--- src/rtl/serial_adder_seq.sv ---
// Bit-serial add sequencer: feeds an external 1-bit full adder LSB first and
// assembles the WIDTH-bit sum and final carry behind a start/busy/done handshake.
module serial_adder_seq #(
  parameter int WIDTH = 8
) (
  input  logic             clk,
  input  logic             rst,
  input  logic             start,
  input  logic [WIDTH-1:0] a_in,
  input  logic [WIDTH-1:0] b_in,
  input  logic             cin_in,
  output logic             fa_a,
  output logic             fa_b,
  output logic             fa_cin,
  input  logic             fa_s,
  input  logic             fa_cout,
  output logic             busy,
  output logic             done,
  output logic [WIDTH-1:0] sum,
  output logic             cout
);

  localparam int CW = $clog2(WIDTH) + 1;
  localparam logic [CW-1:0] LAST = CW'(WIDTH - 1);

  localparam logic [1:0] IDLE = 2'd0;
  localparam logic [1:0] RUN  = 2'd1;
  localparam logic [1:0] DONE = 2'd2;

  logic [1:0]       state;
  logic [WIDTH-1:0] a_sr, b_sr, sum_sr, sum_nxt;
  logic             carry_q;
  logic [CW-1:0]    cnt;

  // Sum bits enter at the MSB so after WIDTH shifts bit 0 lands at sum[0].
  generate
    if (WIDTH == 1) begin : g_w1
      assign sum_nxt = fa_s;
    end else begin : g_wn
      assign sum_nxt = {fa_s, sum_sr[WIDTH-1:1]};
    end
  endgenerate

  assign busy   = (state == RUN);
  assign done   = (state == DONE);
  assign fa_a   = busy & a_sr[0];
  assign fa_b   = busy & b_sr[0];
  assign fa_cin = busy & carry_q;

  always_ff @(posedge clk or posedge rst) begin
    if (rst) begin
      state   <= IDLE;
      a_sr    <= '0;
      b_sr    <= '0;
      sum_sr  <= '0;
      carry_q <= 1'b0;
      cnt     <= '0;
      sum     <= '0;
      cout    <= 1'b0;
    end else begin
      case (state)
        IDLE: begin
          if (start) begin
            a_sr    <= a_in;
            b_sr    <= b_in;
            carry_q <= cin_in;
            cnt     <= '0;
            state   <= RUN;
          end
        end
        RUN: begin
          a_sr    <= a_sr >> 1;
          b_sr    <= b_sr >> 1;
          sum_sr  <= sum_nxt;
          carry_q <= fa_cout;
          // The final bit's S/Cout go straight into the result registers.
          if (cnt == LAST) begin
            sum   <= sum_nxt;
            cout  <= fa_cout;
            cnt   <= '0;
            state <= DONE;
          end else begin
            cnt <= cnt + CW'(1);
          end
        end
        DONE:    state <= IDLE;
        default: state <= IDLE;
      endcase
    end
  end

endmodule

--- config.mk ---
export PLATFORM = sky130hd
export DESIGN_NAME = serial_adder_seq
export DESIGN_NICKNAME = d
export VERILOG_FILES = /design/src/rtl/serial_adder_seq.sv
export SDC_FILE = /design/constraint.sdc
export NUM_CORES = 1
export LEC_CHECK = 0
export CORE_AREA = 2 2 62 64
export DETAILED_ROUTE_END_ITERATION = 8
export DIE_AREA = 0 0 64 66
export GPL_TIMING_DRIVEN = 1
export HOLD_SLACK_MARGIN = 0.12
export PLACE_DENSITY = 0.75
export SYNTH_ARGS = -nofsm -noshare
export SYNTH_HDL_FRONTEND = slang
export SYNTH_SLANG_ARGS = --single-unit
--- constraint.sdc ---
create_clock -name clk -period 1.8 [get_ports clk]
set_clock_uncertainty 0.05 [all_clocks]
set_input_delay 0.27 -clock clk [delete_from_list [all_inputs] [get_ports clk]]
set_output_delay 0.27 -clock clk [all_outputs]
set_load 0.05 [all_outputs]
==> summary.txt <==
Outcome
  – Status: finished, final reports clean

Finish
  – Share of cells above drive strength 1: 22.4%
  – Final core utilization: 62.9%
  – Nets: 218
  – Antenna Cells: 0
  – Area delta synth->final: 34.9%

Worst setup path
  – Crit Path Category: reg2out
  – Worst EP required: 1480 ps
  – Slowest cell on crit path: dfrtp_1
  – Crit-path max cell delay: 430 ps
  – Startpoint types: flip-flop
  – Worst-path maximum fanout: 6
  – Critical Path AT: 1400 ps
  – Worst setup EP type: primary output
  – CP Cell Sequence: nand2b_4, inv_4, and2_2, buf_12
  – Cell family with most CP delay: flip-flops
  – CP Buf/Inv Count: 2

STA
  – Final slew viol count: 0
  – RSZ-0062 raised after global routing: false
  – Final hold vios: 0
  – Fmax: 582 MHz
  – Max_slew headroom: 67.8%
  – Part of the cycle the worst path needs: 95.5%
  – Final worst path period need: 1720 ps
  – Setup TNS: 0 ps
  – Tightest Pin Transition: 485 ps
  – Final setup vio count: 0

Synthesis
  – Seq/Total Area, Yosys: 59.0%
  – Number of enable flip-flop cells after synthesis: 0
  – Syn Nets: 172
  – Average cell area after synthesis: 11.1 µm²
  – Asr flop ratio synth: 100%
  – Mapped cell area: 0.00166 mm²
  – Seq cells post-synth: 39
  – Top FF cell, synth: dfrtp_1
  – Ys Warns: 0
  – Post-synthesis cell type count: 25
  – Cells after synthesis: 149

Detailed routing
  – WL per Instance: 12.9 µm
  – DR pass1 iterations: 4
  – Via density: 5.00
  – First DRT Iteration DRCs: 39
  – Vias: 1,220
  – Total Routed Length: 3140 µm
  – DR DRC count: 0
  – Post-route ant nets: 0

Die
  – Floorplan core area: 0.00355 mm²
  – Initial core utilization: 46.6%
  – Chip Width: 64 µm
  – Die Ht: 66 µm
  – Placement Rows: 22
  – Ports: 36
  – Die area: 0.00422 mm²

Global route
  – Total Routing Usage GR: 17.1%
  – Largest net degree at the start of global routing: 40
  – Vias in the first global route: 1,252
  – Initial antenna violation count: 0
  – Grt ovf: 0
  – First-pass GRT wire length: 5550 µm

Clocking
  – Clock Sinks: 39
  – Worst-path clk slew: 120 ps
  – Later-pin clock latency in the skew report: 350 ps
  – H-tree depth: 2
  – Longest Clk Path Bufs: 2
  – Root Driver: clkbuf_4
  – Cts hold-fix bufs: 0
  – CTS Buf Count: 5
  – CTS tree: yes

Placed design
  – GPL Wtd Cong: 0.731
  – Port bufs: 35
  – DP Wirelength: 2250 µm

Run
  – Max-cap violations: 0

Worst hold path
  – Hold Path Class: in2async

Power and ir drop
  – Power density cells: 1920 mW/mm²
  – Peak VDD IR: 846 µV
  – Lkg Pwr: 0.00105 µW
  – Tot Pwr: 4280 µW
-- metrics by stage --
step,hold slack [ps],setup WS [ps],instances,instance area [µm²]
floorplan,325,75.7,149,1660
global placement,406,163,232,2130
detailed placement,418,107,232,2130
CTS,287,55.3,243,2210
global route,306,6.74,244,2230
finish,273,81.1,244,2230
-- what timing repair did --
action	4_1_cts	5_1_grt
setup endpoints to repair	6	4
gates resized for setup	6	1
pin swaps	0	1
buffers inserted	3	1
-- cells in the final DEF (no fill, tap or decap), types with 2 or more instances in the layout --
cell type	n
nor3b_1	2
nand2_1	39
buf_4	15
mux2_2	9
dfrtp_1	38
inv_1	2
a21oi_1	2
clkdlybuf4s50_1	21
mux2i_1	15
dlygate4sd2_1	3
o21ai_0	17
buf_12	7
nand3_1	2
clkbuf_1	2
and2_2	2
clkbuf_4	5
a22o_1	3
-- state kept, by name, summed over array words and instances, names as in the netlist --
signal / cells
a_sr: 8
b_sr: 8
sum: 8
state: 2
cnt: 4
cout: 1
sum_sr: 7
carry_q: 1
-- final timing paths --
| kind | start | end | slack [ps] | cells past startpoint |
|---|---|---|---|---|
| max | state[1] | fa_b | 80 | 4 |
| min | rst | sum[1] | 270 | 3 |
| max reg2reg | cnt[0] | sum[7] | 190 | 5 |
| min reg2reg | carry_q | carry_q | 440 | 2 |
| max in group asynchronous | rst | state[0] | 1080 | 3 |
| min in group clk | carry_q | carry_q | 440 | 2 |
-- synth_stat cells, drive strengths merged, types with 2 or more instances --
master  count  area share, %
nand3       2           0.60
mux2i      15            9.1
inv         3           0.68
o21ai      17            5.1
a21oi       2           0.60
nor3b       2           0.91
and2        3            1.1
mux2        9            6.1
nand2      39            8.8
clkbuf      3           0.68
buf         4            1.7
a22o        3            1.6
dfrtp      39             59
-- worst register-to-register path: stages, from the launching register on --
cell	delay [ps]
dfrtp_1	400
ha_1	210
nand2_1	130
nor3_4	230
buf_12	150
mux2_2	340
-- cell type report --
cell class | instances | area (µm²)
Fill cell | 279 | 1320
Sequential cell | 39 | 977
Multi-Input combinational cell | 100 | 643
Timing Repair Buffer | 46 | 489
Tap cell | 48 | 60.1
Clock buffer | 7 | 45.0
Inverter | 3 | 13.8
Clock inverter | 1 | 5.00
-- power by group --
part	switching (µW)	leakage [µW]	internal [µW]
Sequential	249	0.000491	1270
Clock	270	0.0000293	152
Combinational	1310	0.000535	1040
-- logic make-up (layout without fill, tap and decap cells) --
logic type,count (synthesis),in the layout,share of synthesized area [%]
adders and majority gates,1,1,0.756
DFF,39,39,59.0
muxes,24,24,15.2
buffers and inverters,10,57,3.02
AOI/OAI and AO/OA,25,25,8.62
and+or+nand+nor,50,50,13.5
-- metal layers --
layer | part of all wire, % | wire (µm) | up-vias | GRT usage [%]
met2 | 50 | 1570 | 30 | 30.2
met1 | 43 | 1350 | 590 | 19.8
met3 | 5.5 | 173 | 4 | 5.28
met4 | 1.2 | 38 | 0 | 5.71
li1 | - | - | 596 | -
met5 | 0 | 0 | - | 0
Note: power is estimated with default switching activity, not from simulation.
